===== config.mk =====
export PLATFORM = sky130hd
export DESIGN_NAME = enemy_control_flat
export DESIGN_NICKNAME = d
export VERILOG_FILES = /design/src/rtl/enemy_pkg.sv /design/src/rtl/enemy_if.sv /design/src/rtl/enemy_control.sv /design/src/flat_wrapper.sv
export SDC_FILE = /design/constraint.sdc
export NUM_CORES = 1
export LEC_CHECK = 0
export CORE_MARGIN = 5
export CORE_UTILIZATION = 60
export CTS_CLUSTER_DIAMETER = 200
export DETAILED_ROUTE_END_ITERATION = 16
export GPL_ROUTABILITY_DRIVEN = 0
export HOLD_SLACK_MARGIN = 0.05
export MAX_ROUTING_LAYER = met4
export PLACE_DENSITY = 0.89
export SLEW_MARGIN = 20
export SYNTH_ARGS = -nofsm -noshare
export SYNTH_HDL_FRONTEND = slang
export SYNTH_SLANG_ARGS = --single-unit

===== constraint.sdc =====
create_clock -name clock -period 3.7 [get_ports clock]
set_input_delay 0.555 -clock clock [delete_from_list [all_inputs] [get_ports clock]]
set_output_delay 0.555 -clock clock [all_outputs]
set_load 0.03 [all_outputs]

===== src/rtl/enemy_pkg.sv =====
// Shared definitions for the enemy block: the sequencer state encoding, the
// movement/facing codes used by the enemy datapath, the sprite geometry, and
// the one-hot strobe bundle that the sequencer drives into the datapath.
package enemy_pkg;

    // Sequencer states; 3-bit encoding shared with the datapath and debug logic.
    typedef enum logic [2:0] {
        S_INIT  = 3'd0,
        S_IDLE  = 3'd1,
        S_GEN   = 3'd2,
        S_CHECK = 3'd3,
        S_MOVE  = 3'd4,
        S_DRAW  = 3'd5,
        S_DONE  = 3'd6
    } enemy_state_e;

    // Movement decision produced by the enemy move generator.
    typedef enum logic [2:0] {
        NO_ACTION = 3'd0,
        ATTACK    = 3'd1,
        UP        = 3'd2,
        DOWN      = 3'd3,
        LEFT      = 3'd4,
        RIGHT     = 3'd5
    } enemy_dir_e;

    // Direction the enemy sprite faces; selects the sprite variant to draw.
    typedef enum logic [1:0] {
        FACE_UP    = 2'd0,
        FACE_DOWN  = 2'd1,
        FACE_LEFT  = 2'd2,
        FACE_RIGHT = 2'd3
    } enemy_facing_e;

    // Pixels in one enemy sprite; the datapath needs one extra cycle to
    // raise draw_done, so a full draw occupies SPRITE_PIXELS + 1 cycles.
    localparam int SPRITE_PIXELS = 256;

    // Output strobes of the sequencer, held together so that they can be
    // decoded from a state and registered as a single value.
    typedef struct packed {
        logic init;
        logic idle;
        logic gen_move;
        logic move_enemies;
        logic draw_enemies;
        logic enemy_done;
    } enemy_strobes_t;

    // Moore decode: the strobe pattern that belongs to each state.
    function automatic enemy_strobes_t decode_state(input enemy_state_e s);
        enemy_strobes_t o;
        o = '0;
        case (s)
            S_INIT:  o.init         = 1'b1;
            S_IDLE:  o.idle         = 1'b1;
            S_GEN:   o.gen_move     = 1'b1;
            S_MOVE:  o.move_enemies = 1'b1;
            S_DRAW:  o.draw_enemies = 1'b1;
            S_DONE:  o.enemy_done   = 1'b1;
            default: o = '0;
        endcase
        return o;
    endfunction

endpackage


===== src/rtl/enemy_if.sv =====
// Signal bundle between the enemy sequencer and its neighbours: the frame
// sequencer (start / enemy_done) and the enemy datapath (strobes / draw_done).
interface enemy_if;

    logic start;
    logic draw_done;
    logic init;
    logic idle;
    logic gen_move;
    logic move_enemies;
    logic draw_enemies;
    logic enemy_done;
    logic draw_error;
    logic overrun;

    // The sequencer: consumes start/draw_done, drives every strobe and flag.
    modport master (
        input  start,
        input  draw_done,
        output init,
        output idle,
        output gen_move,
        output move_enemies,
        output draw_enemies,
        output enemy_done,
        output draw_error,
        output overrun
    );

    // The surrounding logic: frame sequencer and enemy datapath.
    modport slave (
        output start,
        output draw_done,
        input  init,
        input  idle,
        input  gen_move,
        input  move_enemies,
        input  draw_enemies,
        input  enemy_done,
        input  draw_error,
        input  overrun
    );

endinterface


===== src/rtl/enemy_control.sv =====
// Enemy turn sequencer. Each accepted start either redraws the enemies or,
// on every MOVE_DIVth start, generates a move, waits for the collision
// detector to settle, commits the move and then redraws. Strobes are
// registered one-hot outputs decoded from the state being entered.
module enemy_control
    import enemy_pkg::*;
#(
    parameter int MOVE_DIV     = 4,   // 1..255
    parameter int CHECK_CYCLES = 2,   // 1..15
    parameter int DRAW_TIMEOUT = 512  // must exceed SPRITE_PIXELS + 1
) (
    input  logic   clock,
    input  logic   reset,             // asynchronous, active low
    enemy_if.master bus
);

    localparam logic [7:0] FRAME_LAST = 8'(MOVE_DIV - 1);
    localparam logic [9:0] CHECK_LAST = 10'(CHECK_CYCLES - 1);
    localparam logic [9:0] DRAW_LAST  = 10'(DRAW_TIMEOUT - 1);

    enemy_state_e   state, next_state;
    logic [7:0]     frame_cnt, frame_cnt_nxt;
    logic [9:0]     wait_cnt, wait_cnt_nxt;
    enemy_strobes_t strobes_q;
    logic           draw_error_q, overrun_q;
    logic           timeout_hit;
    logic           start_dropped;

    // Next-state, frame divider and wait counter logic.
    // NOTE: every variable gets a default before the case so no path leaves
    // it unassigned; otherwise synthesis would infer a latch to hold it.
    always_comb begin
        next_state    = state;
        frame_cnt_nxt = frame_cnt;
        timeout_hit   = 1'b0;

        case (state)
            // The registered init strobe going high marks the single init
            // cycle; leave on the following edge.
            S_INIT: begin
                if (strobes_q.init) next_state = S_IDLE;
            end

            S_IDLE: begin
                if (bus.start) begin
                    if (frame_cnt == FRAME_LAST) begin
                        frame_cnt_nxt = '0;
                        next_state    = S_GEN;
                    end else begin
                        frame_cnt_nxt = frame_cnt + 8'd1;
                        next_state    = S_DRAW;
                    end
                end
            end

            S_GEN: next_state = S_CHECK;

            S_CHECK: begin
                if (wait_cnt == CHECK_LAST) next_state = S_MOVE;
            end

            S_MOVE: next_state = S_DRAW;

            // draw_done on the first draw cycle is left over from the last
            // turn; it is honoured only once wait_cnt has moved off zero, and
            // it wins over a timeout landing on the same cycle.
            S_DRAW: begin
                if (bus.draw_done && (wait_cnt != 10'd0)) begin
                    next_state = S_DONE;
                end else if (wait_cnt == DRAW_LAST) begin
                    timeout_hit = 1'b1;
                    next_state  = S_DONE;
                end
            end

            S_DONE: next_state = S_IDLE;

            default: next_state = S_INIT;
        endcase

        // wait_cnt restarts from zero on every state change.
        if (next_state != state) begin
            wait_cnt_nxt = '0;
        end else begin
            wait_cnt_nxt = wait_cnt + 10'd1;
        end
    end

    // Only S_IDLE accepts a start; anywhere else the pulse is lost.
    assign start_dropped = bus.start && (state != S_IDLE);

    // State, counters, registered strobes and sticky error flags.
    // NOTE: sequential state uses non-blocking assignments so every register
    // samples the pre-edge values and evaluation order cannot matter.
    always_ff @(posedge clock or negedge reset) begin
        if (!reset) begin
            state        <= S_INIT;
            frame_cnt    <= '0;
            wait_cnt     <= '0;
            strobes_q    <= '0;
            draw_error_q <= 1'b0;
            overrun_q    <= 1'b0;
        end else begin
            state        <= next_state;
            frame_cnt    <= frame_cnt_nxt;
            wait_cnt     <= wait_cnt_nxt;
            strobes_q    <= decode_state(next_state);
            draw_error_q <= draw_error_q | timeout_hit;
            overrun_q    <= overrun_q | start_dropped;
        end
    end

    assign bus.init         = strobes_q.init;
    assign bus.idle         = strobes_q.idle;
    assign bus.gen_move     = strobes_q.gen_move;
    assign bus.move_enemies = strobes_q.move_enemies;
    assign bus.draw_enemies = strobes_q.draw_enemies;
    assign bus.enemy_done   = strobes_q.enemy_done;
    assign bus.draw_error   = draw_error_q;
    assign bus.overrun      = overrun_q;

endmodule


===== src/flat_wrapper.sv =====
// flat-port wrapper written by rule: the top's interface ports become plain ports
module enemy_control_flat import enemy_pkg::*;
#(
    parameter int MOVE_DIV     = 4,            
    parameter int CHECK_CYCLES = 2,           
    parameter int DRAW_TIMEOUT = 512                                  
)
  (clock, reset, bus_start, bus_draw_done, bus_init, bus_idle, bus_gen_move, bus_move_enemies, bus_draw_enemies, bus_enemy_done, bus_draw_error, bus_overrun);
  enemy_if bus_i ();
  input  logic clock;
  input  logic reset;
  input wire logic [$bits(bus_i.start)-1:0] bus_start;
  input wire logic [$bits(bus_i.draw_done)-1:0] bus_draw_done;
  output wire logic [$bits(bus_i.init)-1:0] bus_init;
  output wire logic [$bits(bus_i.idle)-1:0] bus_idle;
  output wire logic [$bits(bus_i.gen_move)-1:0] bus_gen_move;
  output wire logic [$bits(bus_i.move_enemies)-1:0] bus_move_enemies;
  output wire logic [$bits(bus_i.draw_enemies)-1:0] bus_draw_enemies;
  output wire logic [$bits(bus_i.enemy_done)-1:0] bus_enemy_done;
  output wire logic [$bits(bus_i.draw_error)-1:0] bus_draw_error;
  output wire logic [$bits(bus_i.overrun)-1:0] bus_overrun;
  assign bus_i.start = bus_start;
  assign bus_i.draw_done = bus_draw_done;
  assign bus_init = bus_i.init;
  assign bus_idle = bus_i.idle;
  assign bus_gen_move = bus_i.gen_move;
  assign bus_move_enemies = bus_i.move_enemies;
  assign bus_draw_enemies = bus_i.draw_enemies;
  assign bus_enemy_done = bus_i.enemy_done;
  assign bus_draw_error = bus_i.draw_error;
  assign bus_overrun = bus_i.overrun;
  enemy_control #(.MOVE_DIV(MOVE_DIV), .CHECK_CYCLES(CHECK_CYCLES), .DRAW_TIMEOUT(DRAW_TIMEOUT)) u_core (.clock(clock), .reset(reset), .bus(bus_i));
endmodule

After elaboration in Yosys (flattened, before gate mapping)
Index checks and enable logic that the tools add are counted.
Operators by class
  shifts and indexed selects: 0
  multiply operators: 0
  muxes and demuxes: 18
  bitwise logic cells: 2
  equality and inequality tests: 16
  div/mod/pow operators: 0
  $add $sub $neg: 2
  magnitude comparators: 0
  reduce and logical (&&, ||, !) cells: 6
Operator list (count)
  $pmux 3 s7: 1
  $eq 3x3->1 const B: 6
  $mux 3: 6
  $add 10x1->10 const B: 1
  $eq 10x1->1 const B: 1
  $eq 10x9->1 const B: 1
  $mux 10: 1
  $reduce_bool 10->1: 1
  $eq 3x2->1 const B: 3
  $mux 1: 9
  $add 8x1->8 const B: 1
  $eq 8x2->1 const B: 1
  $mux 8: 1
  $eq 3x1->1 const B: 2
  $logic_not 3->1: 2
  $ne 3x1->1 const B: 1
  $ne 3x3->1: 1
  $logic_and 1x1->1: 2
  $or 1x1->1: 2
  $reduce_and 2->1: 1
Storage, ports and cells
  bits in writable memories: 0
  output and inout port bits: 8
  bits of input ports: 4
  bits in read-only memories: 0
  memories: 0
  latch bits: 0
  register bits after elaboration: 29

Longest topological paths before layout
Gate-level depths: netlist (run 1).
  depth in word-level cells: 6
  depth in mapped cells: 6

Worst setup path after synthesis (run 1)
No wires, ideal clock.
  kind: register -> register
  from: register u_core.frame_cnt[0]
  to: register u_core.wait_cnt[2]
  arrival: 1717 ps
  cell stages (with the launch flop): 7
  required time: 3562 ps
  path buffers: 1
  period minus slack after synthesis: 1856 ps
  setup slack: 1844 ps
  library setup time: 138 ps
  cells stage by stage: dfrtp_1 > ha_1 > or4b_4 > o31a_1 > a21oi_4 > buf_4 > a211oi_1
On the way
  longest elaborated chain between the ends: 6
RTL lines
  start: declaration: line enemy_control.sv:22  | logic [7:0] frame_cnt, frame_cnt_nxt;
  start signal: assignment: line enemy_control.sv:105  | frame_cnt <= frame_cnt_nxt;
  $eq 8x2->1: line enemy_control.sv:46  | if (frame_cnt == FRAME_LAST) begin
  $mux 3: line enemy_control.sv:46
  $mux 3: line enemy_control.sv:45  | if (bus.start) begin
  $pmux 3 s7: line enemy_control.sv:37  | case (state)
  $ne 3x3->1: line enemy_control.sv:82  | if (next_state != state) begin
  $mux 10: line enemy_control.sv:82
  net u_core.wait_cnt_nxt[2]: line enemy_control.sv:23  | logic [9:0] wait_cnt, wait_cnt_nxt;
  end signal: assignment: line enemy_control.sv:106  | wait_cnt <= wait_cnt_nxt;
  end: declaration: line enemy_control.sv:23
The timed path passes the listed nets, and every way through them passes these cells.
A chain may end at the register's enable or synchronous reset.

Worst setup path in the final report (run 1)
  from: register u_core.frame_cnt[0]
  to: register u_core.wait_cnt[9]
Same word-level chain as after synthesis.

==> results of run 1 <==
-- synthesized netlist by cell type, types with 2 or more instances --
cell / count
nand4_1: 5
inv_1: 8
and3_1: 3
nor3b_1: 2
nor4_1: 2
xor2_1: 10
and4_1: 2
o21ai_0: 2
a21oi_1: 2
clkbuf_1: 2
nand3_1: 6
a211oi_1: 10
nor2_1: 4
ha_1: 4
nand2_1: 15
dfrtp_1: 29
nor3_1: 5
xnor2_1: 4
-- registers in the layout, summed over array words and instances, names as in the netlist --
name and cells:
u_core.bus.draw_enemies 1, u_core.bus.draw_error 1, u_core.bus.enemy_done 1, u_core.bus.gen_move 1
u_core.bus.idle 1, u_core.bus.init 1, u_core.bus.move_enemies 1, u_core.bus.overrun 1
u_core.frame_cnt 8, u_core.state 3, u_core.wait_cnt 10
-- worst reg2reg max path: stages, from the launching register on --
cell and delay [ns]:
dfrtp_1 0.41, ha_1 0.24, or4b_4 0.52, o21ai_4 0.23, o2111ai_4 0.24, a211oi_1 0.34
-- per-stage QoR --
step,hold slack (ns),cells
final,0.477,180
after global routing,0.512,180
after CTS,0.484,180
after detailed placement,0.464,172
after global placement,0.461,172
after floorplan,0.259,135
-- kinds of logic after synthesis --
logic type / after synthesis / synth area share
buffers and inverters: 11 / 0.0309
xor gates and xnor gates: 14 / 0.0840
AOI/OAI and AO/OA: 27 / 0.163
DFF: 29 / 0.497
adders and majority gates: 4 / 0.0343
and+or+nand+nor: 50 / 0.191
-- power by group through the flow --
stage,logic [µW],clock network [µW],registers (µW)
after floorplan,357,0,451
after global placement,459,0,442
after detailed placement,480,0,446
after CTS,488,227,441
after global routing,531,245,454
final,489,221,443
-- final timing paths --
check | to | slack [ns]
worst max-delay path | u_core.wait_cnt[9] | 1.61
worst min-delay path | u_core.bus.draw_error | 0.48
worst min register to register | u_core.bus.draw_error | 0.48
worst max register to register | u_core.wait_cnt[9] | 1.61
min in group asynchronous | u_core.bus.move_enemies | 0.59
max in group asynchronous | u_core.wait_cnt[6] | 2.82
-- metal layers --
metal / up-vias / wire, µm / part of all wire
li1: 522 / - / -
met1: 552 / 1260 / 0.41
met2: 32 / 1540 / 0.51
met3: 10 / 139 / 0.046
met4: 0 / 92 / 0.030
met5: - / 0 / 0
-- cell usage in the layout (no fill, tap or decap), types with 5 or more instances in the layout --
| master | count |
|---|---|
| xor2_1 | 10 |
| dfrtp_1 | 29 |
| clkdlybuf4s50_1 | 11 |
| nor3_1 | 5 |
| nand3_1 | 6 |
| clkbuf_4 | 5 |
| a211oi_1 | 10 |
| nand2_1 | 15 |
| inv_1 | 8 |
| nand4_1 | 5 |
-- cell type report --
cell class	instances	area, µm²	area share
Tap cell	28	35.0	0.0210
Inverter	8	30.0	0.0180
Timing Repair Buffer	12	118	0.0705
Sequential cell	29	726	0.435
Clock inverter	1	5.00	0.00300
Multi-Input combinational cell	95	689	0.413
Clock buffer	7	65.1	0.0390
==> flow_metrics.env, run 1 <==
export IMPL_power_frac_comb=0.424
export IMPL_maxSlewViolCount=0
export IMPL_numCtsBuffers=5
export IMPL_maxCapViolations=0
export IMPL_cp_arrival_ns=2.30
export IMPL_cts_setup_buffers=0
export IMPL_critPathSlowestCell="or4b_4"
export IMPL_r2r_start="u_core.frame_cnt[0]"
export IMPL_antenna_found_initial=0
export IMPL_swShare=0.419
export IMPL_synthCells=135
export IMPL_insertion_delay_ns=0.33
export IMPL_grt_pass1_wl_um=5460
export IMPL_ys_flop_type="dfrtp_1"
export IMPL_pwr_share_clk=0.192
export IMPL_rows=17
export IMPL_grt_pass1_vias=1212
export IMPL_synth_area_leaders="dfrtp_1 (50%), xor2_1 (6.0%), a211oi_1 (5.1%), nand2_1 (3.9%), ha_1 (3.4%)"
export IMPL_overflow=0
export IMPL_hp_class="register to register"
export IMPL_via_per_inst=6.20
export IMPL_core_area_um2=2280
export IMPL_synth_top_cell_area_share=0.497
export IMPL_syn_to_final_growth_pct=14.2
export IMPL_io_pins=12
export IMPL_synth_edff_count=0
export IMPL_insertedDiodeCount=0
export IMPL_drc=0
export IMPL_grt_util_met2=0.343
export IMPL_wirelength_um=3030
export IMPL_htree_levels=2
export IMPL_peakVddDrop_v=0.000488
export IMPL_p_seq_frac=0.384
export IMPL_crit_cells=5
export IMPL_grt_max_degree=30
export IMPL_syn_area_um2=1460
export IMPL_die_area_um2=3520
export IMPL_dp_hpwl_um=2120
export IMPL_worstPathCellList="ha_1 > or4b_4 > o21ai_4 > o2111ai_4 > a211oi_1"
export IMPL_ys_seq_area_frac=0.497
export IMPL_initial_core_util=0.642
export IMPL_portBuffers=11
export IMPL_fmax_ghz=0.479
export IMPL_track_usage=0.216
export IMPL_cp_start_kind="register"
export IMPL_dieWidth_um=59.3
export IMPL_drtIter0Drc=50
export IMPL_slew_headroom=0.637
export IMPL_clkSinkCount=29
export IMPL_rsz0062_at_grt="false"
export IMPL_powerDensity_nw_per_um2=691
export IMPL_finalHoldViolCount=0
export IMPL_yosysTopAreaCell="dfrtp_1"
export IMPL_synth_cell_types=38
export IMPL_power_leakage_uw=0.000764
export IMPL_post_drt_wl_per_cell_um=16.8
export IMPL_worst_endpoint_required_ns=3.91
export IMPL_dr_pass1_iters=4
export IMPL_cp_top_family="compound AO/OA/AOI/OAI gates"
export IMPL_busiest_layer="met2"
export IMPL_cts_root_buf="clkbuf_4"
export IMPL_min_period_ns=2.09
export IMPL_ys_seq_elements=29
export IMPL_ff2ff_path_depth=5
export IMPL_fin_skew_ns=0.0146
export IMPL_critPathCaptureType="register"
export IMPL_cts_path_max_buffers=2
export IMPL_fin_ws_ns=1.61
export IMPL_num_vias=1116
export IMPL_p_int_uw=669
export IMPL_syn_nets=143
export IMPL_yosysWarnings=0
export IMPL_crit_type="register to register"
export IMPL_async_reset_ff_frac=1.00
export IMPL_final_util=0.733
export IMPL_setup_tns_ns=0
export IMPL_drive_gt1_frac=0.125
export IMPL_ant_nets=0
export IMPL_hold_depth=1
export IMPL_grt_use_met1=0.244
export IMPL_cp_slowest_stage_delay_ns=0.52
export IMPL_critPathMaxFanout=10
export IMPL_hold_start="u_core.bus.draw_error"
export IMPL_cp_num_buf_inv=0
export IMPL_cts_tree="built"
export IMPL_finalPower_uw=1150
export IMPL_power_switching_uw=483
export IMPL_finalInstanceArea_um2=1670
export IMPL_fin_crit_sh=0.564
export IMPL_nets=159
export IMPL_path_clk_slew_ns=0.09
export IMPL_place_ws_ns=1.64
export IMPL_fillers=160
export IMPL_postCtsResizedCells=0
export IMPL_status="complete, no violations"
export IMPL_die_h_um=59.3
export IMPL_syn_area_per_cell_um2=10.8
export IMPL_hold_buffers=0
export IMPL_gr_usage_met3=0.0632
export IMPL_crit_start="u_core.frame_cnt[0]"
export IMPL_setup_viol=0
export IMPL_worstMarginPinSlew_ns=0.540
export IMPL_dpl_cell_area_um2=1600
Note: power is estimated with default switching activity, not from simulation.
==> run 2: changes to the inputs <==
CORE_UTILIZATION = 56   (was 60)
PLACE_DENSITY = 0.84   (was 0.89)
clock period = 2.16 ns   (was 3.7 ns; I/O delays follow)
==> run 2 against run 1 <==
  * Register-to-register slack worse by 1.5 ns
  * Critical path depth unchanged
  * Clock-buffer cell count fell by 1
==> flow_metrics.env, run 2 (synthesis results as in run 1) <==
export IMPL_die_h_um=61.1
export IMPL_rows=18
export IMPL_mostFrequentLayoutCells="dfrtp_1 (29), nand2_1 (15), clkdlybuf4s50_1 (11)"
export IMPL_numCtsBuffers=5
export IMPL_htree_levels=2
export IMPL_fmax_ghz=0.482
export IMPL_nets=162
export IMPL_worst_endpoint_required_ns=2.38
export IMPL_num_vias=1120
export IMPL_insertion_delay_ns=0.33
export IMPL_grt_pass1_wl_um=5060
export IMPL_syn_to_final_growth_pct=16.1
export IMPL_dp_hpwl_um=2010
export IMPL_via_per_inst=6.05
export IMPL_finalPower_uw=2030
export IMPL_grt_max_degree=30
export IMPL_fin_crit_sh=0.961
export IMPL_wirelength_um=3080
export IMPL_drtIter0Drc=56
export IMPL_hp_class="primary input to async pin"
export IMPL_powerDensity_nw_per_um2=1200
export IMPL_setup_viol=0
export IMPL_post_drt_wl_per_cell_um=16.6
export IMPL_fin_skew_ns=0.0147
export IMPL_place_inst=174
export IMPL_insertedDiodeCount=0
export IMPL_cts_tree="built"
export IMPL_cp_start_kind="register"
export IMPL_status="complete, no violations"
export IMPL_initial_core_util=0.589
export IMPL_cp_arrival_ns=2.30
export IMPL_power_leakage_uw=0.000776
export IMPL_core_area_um2=2480
export IMPL_portBuffers=11
export IMPL_peakVddDrop_v=0.000942
export IMPL_critPathMaxFanout=6
export IMPL_hold_buffers=0
export IMPL_crit_type="register to register"
export IMPL_dr_pass1_iters=4
export IMPL_final_common_cell="dfrtp_1"
export IMPL_overflow=0
export IMPL_largest_reg_flops=10
export IMPL_maxCapViolations=0
export IMPL_cts_path_max_buffers=2
export IMPL_setup_tns_ns=0
export IMPL_clkSinkCount=29
export IMPL_io_pins=12
export IMPL_die_area_um2=3730
export IMPL_slew_headroom=0.657
export IMPL_critPathCaptureType="register"
export IMPL_drive_gt1_frac=0.142
export IMPL_timing_hold_ws_ns=0.370
export IMPL_final_util=0.684
export IMPL_ant_nets=0
export IMPL_worstMarginPinSlew_ns=0.510
export IMPL_largestRegisters="u_core.wait_cnt: 10 flops, u_core.frame_cnt: 8 flops, u_core.state: 3 flops"
export IMPL_track_usage=0.193
export IMPL_finalHoldViolCount=0
export IMPL_min_period_ns=2.08
export IMPL_drc=0
export IMPL_dieWidth_um=61.1
export IMPL_antenna_found_initial=0
export IMPL_regMostFlops="u_core.wait_cnt"
export IMPL_grt_pass1_vias=1153
export IMPL_cts_root_buf="clkbuf_4"
export IMPL_path_clk_slew_ns=0.10
export IMPL_maxSlewViolCount=0
export IMPL_final_cells=185
-- run 2: worst paths after layout --
path                       slack, ns  depth (start not counted)               endpoint                   from
max                             0.08                          5     u_core.wait_cnt[7]    u_core.frame_cnt[0]
min                             0.37                          2    u_core.bus.gen_move                  reset
max reg2reg                     0.08                          5     u_core.wait_cnt[7]    u_core.frame_cnt[0]
min reg2reg                     0.48                          1  u_core.bus.draw_error  u_core.bus.draw_error
max in group asynchronous       1.51                          2     u_core.wait_cnt[6]                  reset
min in group clock              0.48                          1  u_core.bus.draw_error  u_core.bus.draw_error
-- run 2: repair_timing --
item	CTS	global route
endpoints found under the setup margin	0	11
resized for setup	0	3
setup buffers	0	2
-- run 2: worst max-delay path: stages, from the launching register on --
cell,delay (ns)
dfrtp_1,0.42
ha_1,0.23
or4b_4,0.51
o21ai_4,0.28
o2111ai_2,0.25
a211oi_1,0.28
-- run 2: cell type report --
| class | instances | area [µm²] |
|---|---|---|
| well taps | 30 | 37.5 |
| clock buffers | 6 | 41.3 |
| fillers | 192 | 782 |
| repair buffers | 14 | 133 |
| flip-flops and latches | 29 | 726 |
| inverters | 8 | 30.0 |
| multi-input cells | 96 | 718 |
| clock inverters | 2 | 10.0 |
-- run 2: metrics by stage --
| stage | area (µm²) | setup WS [ns] |
|---|---|---|
| floorplan | 1460 | 0.304 |
| global placement | 1600 | 0.187 |
| detailed placement | 1600 | 0.109 |
| CTS | 1650 | 0.0773 |
| global route | 1700 | -0.0217 |
| finish | 1700 | 0.0834 |
-- run 2: power by group --
group	leakage, µW	internal (µW)	switching (µW)	total, µW
sequential	0.000386	639	120	758
clock	0.0000320	124	186	310
combinational	0.000358	388	573	961
total	0.000776	1150	879	2030
-- run 2: metal layers --
metal,part of all wire,vias to the layer above,GRT usage
met4,0.017,0,0.0743
met1,0.43,548,0.217
met5,0,-,-
met2,0.50,33,0.319
met3,0.054,7,0.0608
li1,-,532,-
